<file path="src/rtl/fifo_burst_rd_ctrl_pkg.sv">
// Shared types and helpers for the FIFO burst read scheduler.
//   state_t        : scheduler FSM states (IDLE, BURST, GAP)
//   eff_burst_len  : maps the configured burst length to the length actually
//                    used, where 0 becomes 1 and anything above the FIFO depth
//                    becomes the depth.
package fifo_burst_rd_ctrl_pkg;

    typedef enum logic [1:0] {
        ST_IDLE  = 2'd0,
        ST_BURST = 2'd1,
        ST_GAP   = 2'd2
    } state_t;

    function automatic int unsigned eff_burst_len(input int unsigned cfg_len,
                                                  input int unsigned deepwid);
        int unsigned depth;
        depth = 32'd1 << deepwid;
        if (cfg_len == 0)
            return 1;
        if (cfg_len > depth)
            return depth;
        return cfg_len;
    endfunction

endpackage

</file>
<file path="src/rtl/fifo_burst_timer.sv">
// Saturating, clearable up-counter with an equality compare.
//   clk, rst : clock, asynchronous active-high reset
//   clr      : synchronous clear (wins over inc)
//   inc      : count enable; the count holds once it reaches all-ones
//   cmp_val  : compare value
//   eq       : count == cmp_val
module fifo_burst_timer #(
    parameter int W = 8
) (
    input  logic         clk,
    input  logic         rst,
    input  logic         clr,
    input  logic         inc,
    input  logic [W-1:0] cmp_val,
    output logic         eq
);

    logic [W-1:0] cnt_reg;

    always_ff @(posedge clk or posedge rst) begin
        if (rst)
            cnt_reg <= '0;
        else if (clr)
            cnt_reg <= '0;
        else if (inc && (cnt_reg != {W{1'b1}}))
            cnt_reg <= cnt_reg + W'(1);
    end

    assign eq = (cnt_reg == cmp_val);

endmodule

</file>
<file path="src/rtl/fifo_burst_rd_ctrl.sv">
// Read-side burst scheduler for a show-ahead synchronous FIFO.
// It watches the FIFO occupancy and pops bursts onto a valid/ready stream.
// A burst is launched when the effective burst length is available, or when
// data has waited cfg_timeout cycles. In the timeout case the burst is a
// partial flush of whatever is present.
//   cfg_en / cfg_burst_len / cfg_timeout / cfg_gap : run-time configuration
//   fifo_num / fifo_empty / fifo_rd_data           : FIFO status and head data
//   fifo_rd_en                                     : pop strobe (== handshake)
//   out_valid / out_ready / out_data               : output stream
//   out_first / out_last                           : burst framing
//   burst_len                                      : length of current/last burst
//   flush_pulse                                    : first cycle of a timeout burst
//   busy                                           : FSM not idle
module fifo_burst_rd_ctrl
    import fifo_burst_rd_ctrl_pkg::*;
#(
    parameter int DEEPWID = 3,
    parameter int TOWID   = 8,
    parameter int GAPWID  = 4,
    parameter int DW      = 8
) (
    input  logic               clk,
    input  logic               rst,
    input  logic               cfg_en,
    input  logic [DEEPWID:0]   cfg_burst_len,
    input  logic [TOWID-1:0]   cfg_timeout,
    input  logic [GAPWID-1:0]  cfg_gap,
    input  logic [DEEPWID:0]   fifo_num,
    input  logic               fifo_empty,
    input  logic [DW-1:0]      fifo_rd_data,
    output logic               fifo_rd_en,
    output logic               out_valid,
    input  logic               out_ready,
    output logic [DW-1:0]      out_data,
    output logic               out_first,
    output logic               out_last,
    output logic [DEEPWID:0]   burst_len,
    output logic               flush_pulse,
    output logic               busy
);

    localparam int CW = DEEPWID + 1;

    state_t          state_reg, state_next;
    logic [CW-1:0]   beat_cnt_reg, beat_cnt_next;
    logic [CW-1:0]   burst_len_reg, burst_len_next;
    logic            flush_reg, flush_next;

    logic [CW-1:0]   eff_len;
    logic            thresh_hit;
    logic            timeout_hit;
    logic            wait_eq;
    logic            gap_done;
    logic            handshake;
    logic            last_beat;

    assign eff_len = CW'(eff_burst_len(32'(cfg_burst_len), DEEPWID));

    assign thresh_hit  = cfg_en && (fifo_num >= eff_len);
    // Only reachable when the threshold is not met; the IDLE decision gives
    // the threshold priority.
    assign timeout_hit = cfg_en && (cfg_timeout != '0) && !fifo_empty && wait_eq;

    assign out_valid  = (state_reg == ST_BURST);
    assign handshake  = out_valid && out_ready;
    assign last_beat  = (beat_cnt_reg == (burst_len_reg - CW'(1)));

    assign fifo_rd_en  = handshake;
    assign out_data    = fifo_rd_data;
    assign out_first   = out_valid && (beat_cnt_reg == '0);
    assign out_last    = out_valid && last_beat;
    assign burst_len   = burst_len_reg;
    assign flush_pulse = flush_reg;
    assign busy        = (state_reg != ST_IDLE);

    // Wait counter: measures how long data has been sitting while idle.
    // Restarts whenever the FIFO drains, the scheduler is disabled, or a
    // burst is launched.
    fifo_burst_timer #(.W(TOWID)) u_wait_timer (
        .clk     (clk),
        .rst     (rst),
        .clr     ((state_reg != ST_IDLE) || (state_next != ST_IDLE) || fifo_empty || !cfg_en),
        .inc     ((state_reg == ST_IDLE) && !fifo_empty && cfg_en),
        .cmp_val (cfg_timeout),
        .eq      (wait_eq)
    );

    // Gap counter: GAP is entered with the count at 0, so the last GAP
    // cycle is the one where the count equals cfg_gap-1. GAP is never
    // entered with cfg_gap == 0, so the wrapped compare value is harmless.
    fifo_burst_timer #(.W(GAPWID)) u_gap_timer (
        .clk     (clk),
        .rst     (rst),
        .clr     ((state_reg != ST_GAP) || gap_done),
        .inc     (state_reg == ST_GAP),
        .cmp_val (cfg_gap - GAPWID'(1)),
        .eq      (gap_done)
    );

    always_ff @(posedge clk or posedge rst) begin
        if (rst) begin
            state_reg     <= ST_IDLE;
            beat_cnt_reg  <= '0;
            burst_len_reg <= '0;
            flush_reg     <= 1'b0;
        end else begin
            state_reg     <= state_next;
            beat_cnt_reg  <= beat_cnt_next;
            burst_len_reg <= burst_len_next;
            flush_reg     <= flush_next;
        end
    end

    always_comb begin
        state_next     = state_reg;
        beat_cnt_next  = beat_cnt_reg;
        burst_len_next = burst_len_reg;
        flush_next     = 1'b0;
        case (state_reg)
            ST_IDLE: begin
                if (thresh_hit) begin
                    state_next     = ST_BURST;
                    beat_cnt_next  = '0;
                    burst_len_next = eff_len;
                end else if (timeout_hit) begin
                    state_next     = ST_BURST;
                    beat_cnt_next  = '0;
                    burst_len_next = fifo_num;
                    flush_next     = 1'b1;
                end
            end
            ST_BURST: begin
                // cfg_en is deliberately ignored here: a started burst
                // always runs to completion.
                if (handshake) begin
                    if (last_beat) begin
                        beat_cnt_next = '0;
                        state_next    = (cfg_gap != '0) ? ST_GAP : ST_IDLE;
                    end else begin
                        beat_cnt_next = beat_cnt_reg + CW'(1);
                    end
                end
            end
            ST_GAP: begin
                if (gap_done)
                    state_next = ST_IDLE;
            end
            default: state_next = ST_IDLE;
        endcase
    end

endmodule

</file>
<file path="config.mk">
export PLATFORM = sky130hd
export DESIGN_NAME = fifo_burst_rd_ctrl
export DESIGN_NICKNAME = d
export VERILOG_FILES = /design/src/rtl/fifo_burst_rd_ctrl_pkg.sv /design/src/rtl/fifo_burst_timer.sv /design/src/rtl/fifo_burst_rd_ctrl.sv
export SDC_FILE = /design/constraint.sdc
export NUM_CORES = 1
export LEC_CHECK = 0
export CAP_MARGIN = 20
export CELL_PAD_IN_SITES_DETAIL_PLACEMENT = 1
export CELL_PAD_IN_SITES_GLOBAL_PLACEMENT = 2
export CORE_UTILIZATION = 29
export CTS_CLUSTER_SIZE = 14
export DETAILED_ROUTE_END_ITERATION = 6
export GPL_ROUTABILITY_DRIVEN = 0
export MAX_ROUTING_LAYER = met4
export PLACE_DENSITY = 0.81
export SLEW_MARGIN = 20
export SYNTH_ARGS = -nofsm -noshare
export SYNTH_HDL_FRONTEND = slang
export SYNTH_SLANG_ARGS = --single-unit
</file>
<file path="constraint.sdc">
create_clock -name clk -period 2.8 [get_ports clk]
set_input_delay 0.56 -clock clk [delete_from_list [all_inputs] [get_ports clk]]
set_output_delay 0.56 -clock clk [all_outputs]
set_load 0.1 [all_outputs]
</file>
==> flow_summary_export.csv <==
group,metric,value,unit
min_path,hp-class,"reg -> reg",
placed_design,dp.final_hpwl,3481,um
setup_path,r2r-end,"beat_cnt_reg[3]",
logic_synthesis,syn_avg_cell_area,9.085,um2
pwr,p_per_area,856.9,nW/um2
sta,worstMarginPinSlew,0.4201,ns
setup_path,worst_path_most_repeated_cell,"nor2_1",
min_path,min_delay_worst_endpoint,"u_wait_timer.cnt_reg[6]",
run_status,status,"finished, final reports clean",
global_route,antenna_found_initial,0,
floorplanning,std_cell_rows,27,
setup_path,critPathMaxFanout,8,
pwr,combPwrFrac,0.625,
clock_tree,ctsRootBufferMaster,"clkbuf_8",
global_route,grt_pass1_vias,1494,
sta,period_minus_slack,2.659,ns
routing,ant_nets,0,
pwr,p_int,915.5,uW
logic_synthesis,ys_seq_elements,23,
logic_synthesis,synth_top_area_share,0.3443,
logic_synthesis,synthesis.area,1672,um2
floorplanning,die_x,77.92,um
logic_synthesis,synth_largest_area_cell,"dfrtp_1",
setup_path,ff2ff_path_depth,6,
routing,drtPass1Iterations,4,
global_route,grt_max_degree,24,
setup_path,r2r_slack,0.72,ns
setup_path,arrival,2.85,ns
clock_tree,cts_tree,"yes",
routing,viasPerCell,4.934,
routing,drt-total-wl,4177,um
placed_design,port_buffers,34,
logic_synthesis,ys_seq_area_frac,0.3443,
sta,rsz0062_at_grt,"no",
logic_synthesis,yosysUniqueCellTypes,38,
pwr,seq_power_share,0.267,
floorplanning,initial_core_util,0.3017,
flow_run,drv_cap,0,
setup_path,crit_chain,"clkdlybuf4s50_1 -> nor2_1 -> nor2_1 -> nor2_2 -> ha_1 -> nand2b_1 -> a2111oi_4 -> nor2_1 -> or3_1 -> buf_4 -> nor3_4",
clock_tree,cts_setup_buffers,0,
floorplanning,io_pins,51,
routing,drt-initial-drc-count,30,
sta,max_freq,376.0,MHz
routing,drc,0,
setup_path,start_kind,"input port",
logic_synthesis,yosys-top-cells-area,"dfrtp_1 (34%), xor2_1 (8.4%), ha_1 (7.5%)",
logic_synthesis,async_reset_ff_frac,1.000,
setup_path,cp_slowest_stage_delay,0.48,ns
sta,fin_ws,0.1406,ns
logic_synthesis,synth_nets,227,
min_path,min_path_cells,1,
clock_tree,cts_buffers,3,
clock_tree,clk_pin_slew_worst_paths,0.09,ns
clock_tree,cts_resized,0,
pwr,sw_frac_of_total,0.5256,
global_route,grt_pass1_wl,7093,um
routing,wirelength_met1,1895,um
global_route,grt_overflow,0,
layout,drive_above_1_share,0.1965,
sta,slew_violations,0,
min_path,hp-start,"u_wait_timer.cnt_reg[6]",
routing,met2WireLength,2133,um
placed_design,pre_cts_ws,-0.2026,ns
sta,max-slew-margin-rel,0.7184,
sta,fin_skew,0.004118,ns
logic_synthesis,synth_edf_count,0,
routing,met3_length,131,um
layout,final_util,0.4065,
logic_synthesis,post-synth-top-count-cell,"dfrtp_1",
logic_synthesis,synth-main-ff-cell,"dfrtp_1",
setup_path,cp-end-kind,"flip-flop",
floorplanning,design.core.area,5540,um2
logic_synthesis,postSynthCellCount,184,
pwr,ir_drop,0.0007413,V
sta,holdWs,0.5650,ns
clock_tree,clk_latency,0.27,ns
routing,wl_per_cell,13.88,um
pwr,p_switching,1.014,mW
pwr,clockPowerShare,0.108,
clock_tree,clock-sinks,23,
sta,finalSetupViolations,0,
logic_synthesis,yosysWarnings,0,
layout,fin_nets,273,
floorplanning,dieArea,6072,um2
layout,antennaDiodeCount,0,
setup_path,worstSetupPathType,"in -> reg",
clock_tree,htreeDepth,1,
pwr,p_leak,1.020,nW
layout,area_growth,34.73,%
setup_path,r2r_start,"state_reg[1]",
logic_synthesis,synthTopCellsByCount,"dfrtp_1 (23), nor2_1 (20), xor2_1 (16), inv_1 (15), ha_1 (10)",
clock_tree,cts_hold_buf,0,
layout,largest_reg_flops,8,
floorplanning,fp.dieH,77.92,um
routing,vias,1485,
clock_tree,cts.path.max_buffers,2,
sta,final_hold_viol_count,0,
setup_path,slowest_stage,"clkdlybuf4s50_1",
sta,period_share,0.9498,
routing,highest_layer,"met4",
setup_path,worst_ep_required_time,3.00,ns
global_route,gr-usage-all-layers,0.1512,
[power by group through the flow]
stage / registers, mW / clock network [mW] / logic [mW]
5_1_grt: 0.528 / 0.234 / 1.28
4_1_cts: 0.518 / 0.221 / 1.22
3_5_place_dp: 0.525 / 0 / 1.21
6_report: 0.515 / 0.209 / 1.21
2_1_floorplan: 0.706 / 0 / 0.732
3_3_place_gp: 0.520 / 0 / 1.19
[layout by cell type, fill, tap and decap left out, drive strengths merged, types with 3 or more instances in the layout]
cell type      Yosys  final
a21oi              3      3
nand3              8      8
and2               3      3
a31oi              3      3
clkbuf             0      3
and3               4      4
buf               10     27
ha                10     10
dfrtp             23     23
xor2              16     16
clkdlybuf4s50      0     24
nor4               4      4
xnor2              5      5
nand2              9      9
o21ai              6      6
mux2i              4      4
inv               15     15
nor2              20     20
a211oi             5      5
nand4              3      3
o32ai              3      3
nor3              11     11
nand2b             3      3
[layer usage]
metal,vias up,track usage
li1,732,-
met1,726,0.1831
met3,4,0.02588
met5,-,-
met4,0,0.02407
met2,23,0.2673
[worst max-delay path, delay by kind of cell]
kind                       cells  cell delay, ns
buffers and inverters          2            0.66
adders and majority gates      1            0.26
AOI/OAI and AO/OA              1            0.36
and+or+nand+nor                7            1.02
[metrics by stage]
step	total power, mW	instance area, um2	std cells	TNS [ns]
finish	1.930	2252	301	0
global route	2.044	2252	301	0
CTS	1.957	2231	301	0
detailed placement	1.739	2185	297	-1.930
global placement	1.710	2185	297	-0.6755
floorplan	1.438	1697	184	0
[worst max-delay path by stage]
stage / start / cells past startpoint / slack (ns) / to
2_1_floorplan: state_reg[1] / 4 / 0.15 / fifo_rd_en
3_3_place_gp: cfg_burst_len[1] / 11 / -0.09 / u_wait_timer.cnt_reg[4]
3_5_place_dp: cfg_burst_len[1] / 11 / -0.20 / burst_len[2]
4_1_cts: cfg_burst_len[1] / 11 / 0.09 / burst_len[2]
5_1_grt: cfg_burst_len[1] / 11 / 0.02 / u_wait_timer.cnt_reg[6]
6_report: cfg_burst_len[1] / 11 / 0.14 / u_wait_timer.cnt_reg[4]
[layout make-up]
type                            instances  area, um2
Timing Repair Buffer                   51      480.5
Clock inverter                          1      5.005
Clock buffer                            3      41.29
Tap cell                               72      90.09
Sequential cell                        23      578.1
Fill cell                             657       3288
Inverter                               15      56.30
Multi-Input combinational cell        136       1001
[cell families (layout without fill, tap and decap cells)]
logic type | count (synthesis) | in the layout | synth area share
adders and majority gates | 10 | 10 | 0.07485
xor gates and xnor gates | 21 | 21 | 0.1100
AOI/OAI and AO/OA | 29 | 29 | 0.1340
muxes | 4 | 4 | 0.02395
and+or+nand+nor | 72 | 72 | 0.2298
buffers and inverters | 25 | 70 | 0.08308
DFF | 23 | 23 | 0.3443
Power figures use the tool's default switching activity.
==> patch (config.mk and constraints unchanged) <==
Register the input `cfg_timeout` before use. The logic sees it one clock later. The other inputs are not delayed to match. Comments in the files are not updated.
--- a/src/rtl/fifo_burst_rd_ctrl.sv
+++ b/src/rtl/fifo_burst_rd_ctrl.sv
@@ -43,2 +43,8 @@
 
+    logic [TOWID-1:0] cfg_timeout_q;
+
+    always_ff @(posedge clk) begin
+        cfg_timeout_q <= cfg_timeout;
+    end
+
     state_t          state_reg, state_next;
@@ -61,3 +67,3 @@
     // the threshold priority.
-    assign timeout_hit = cfg_en && (cfg_timeout != '0) && !fifo_empty && wait_eq;
+    assign timeout_hit = cfg_en && (cfg_timeout_q != '0) && !fifo_empty && wait_eq;
 
@@ -83,3 +89,3 @@
         .inc     ((state_reg == ST_IDLE) && !fifo_empty && cfg_en),
-        .cmp_val (cfg_timeout),
+        .cmp_val (cfg_timeout_q),
         .eq      (wait_eq)
Function: changed (a bounded check fails within 4 cycles, from zero or initial values and one cycle with rst high).
==> patch against the original RTL <==
Sequential cell count rose by 8. Synthesized cell count is 1.1% higher. Synthesized area rose by 12%. Cell area increased by 7.5%. Count of clock-buffer cells in the layout up 2. Via count fell by 5.8%. Total power grew 14%. Hold slack worse by 0.075 ns. Worst setup slack gained 0.12 ns. Routed wire length down 2.7%. Sequential share of layout area up 4.8 points. Global-route usage down 0.80 points. Clock power rose by 110%. Critical path depth unchanged. Critical path type unchanged. Critical endpoint is now burst_len[0]$_DFFE_PP0P_. Largest power group unchanged.
==> patch: results (changes against the original RTL) <==
Synth top cells by count -> dfrtp_1, nor2_1, inv_1, xor2_1, nand2_1
Initial antenna violation count -> 0 (unchanged)
Pre-CTS setup slack -> -0.0572 ns (+0.145 ns)
Clock-pin slew on the worst setup and hold paths -> 0.07 ns (-0.02 ns)
Fraction of layout cells with a size suffix above 1 -> 17.3% (-2.3 points)
Outcome -> finished, final reports clean
Initial detailed-routing violation count -> 42 (+40%)
Cells after Synth -> 186 (+1.1%)
Worst-Margin Slew -> 0.450 ns (+0.0299 ns)
CP arrival -> 2.73 ns (-0.12 ns)
Syn nets -> 229 (+0.88%)
Deepest clock path buffer count -> 2 (unchanged)
Int Pwr -> 1.19 mW (+30%)
Lkg Pwr -> 1.08 nW (+6.2%)
CTS Buf Count -> 5 (+2)
Post-DP HPWL -> 3.22 mm (-7.4%)
Placed Instances -> 292 (-1.7%)
Hold crit path type -> register to register
Comb pwr share -> 51.6% (-11 points)
Vias in the first global route -> 1496 (+0.13%)
Htree depth -> 2 (+1)
First-pass GRT wire length -> 6.98 mm (-1.6%)
Total GRT Usage -> 14.3% (-0.80 points)
Worst IR Drop VDD -> 732 µV (-1.2%)
# fillers -> 701 (+6.7%)
Clock Skew -> 0.00460 ns (+0.000480 ns)
FFs w/ async S/R, synth -> 74.2% (-26 points)
Critical Path Fanout Max -> 7 (-1)
Avg Vias per Cell -> 4.66 (-5.5%)
Register area share after synthesis -> 39.2% (+4.8 points)
Synth-to-Final Area Change -> 29.0%
Clock net power -> 433 µW (+110%)
Synth top area cells -> dfrtp_1, dfxtp_1, ha_1, xor2_1, xnor2_1
Nets -> 267 (-2.2%)
Cell Count, Final, Fillers Out -> 300 (-0.33%)
## patch: area by class of cell
class / instances / area share (%)
clock buffer: 5 / 2.84
inverter: 15 / 2.33
clock inverter: 3 / 1.81
sequential: 31 / 30.5
timing repair buffer: 39 / 15.6
multi-input combinational: 132 / 43.0
tap: 75 / 3.88
## patch: layer usage
metal	track usage (%)	share of wire [%]	up-vias
li1	-	-	712
met1	17.6	47	653
met2	22.6	48	32
met3	4.40	4.0	2
met4	4.21	0.49	0
met5	-	0	-
## patch: path summary, 6_finish.rpt
path	startpoint	end	slack (ns)	cells after the start
min in group asynchronous	rst	flush_pulse$_DFF_PP0_	0.62	3
worst max-delay path	cfg_burst_len[1]	burst_len[0]$_DFFE_PP0P_	0.26	11
worst max register to register	u_wait_timer.cnt_reg[6]$_DFFE_PP0P_	beat_cnt_reg[3]$_DFFE_PP0P_	0.93	6
worst min register to register	state_reg[1]$_DFF_PP0_	state_reg[0]$_DFF_PP0_	0.49	1
worst min-delay path	state_reg[1]$_DFF_PP0_	state_reg[0]$_DFF_PP0_	0.49	1
max in group asynchronous	rst	burst_len[0]$_DFFE_PP0P_	1.92	3
## patch: through the flow
step	total power, mW	TNS [ns]
floorplan	1.54	0
global placement	1.77	0
detailed placement	1.78	-0.300
CTS	2.23	0
global route	2.34	0
finish	2.20	0
## patch: kinds of logic after synthesis
logic type	Yosys count	share of synthesized area, %
xor+xnor	25	11.7
fa+ha+maj	10	6.67
simple gates	72	22.5
flops	31	39.2
buf+inv	23	6.20
mux	10	5.67
compound gates	15	8.07
## patch: worst max-delay path: stages
cell	delay [ns]
clkdlybuf4s50_1	0.49
nor2_1	0.05
nor2_1	0.08
nor2_1	0.06
ha_1	0.27
nand2b_4	0.15
a2111oi_4	0.40
nor3b_4	0.14
o21ai_4	0.19
buf_4	0.15
mux2i_1	0.19
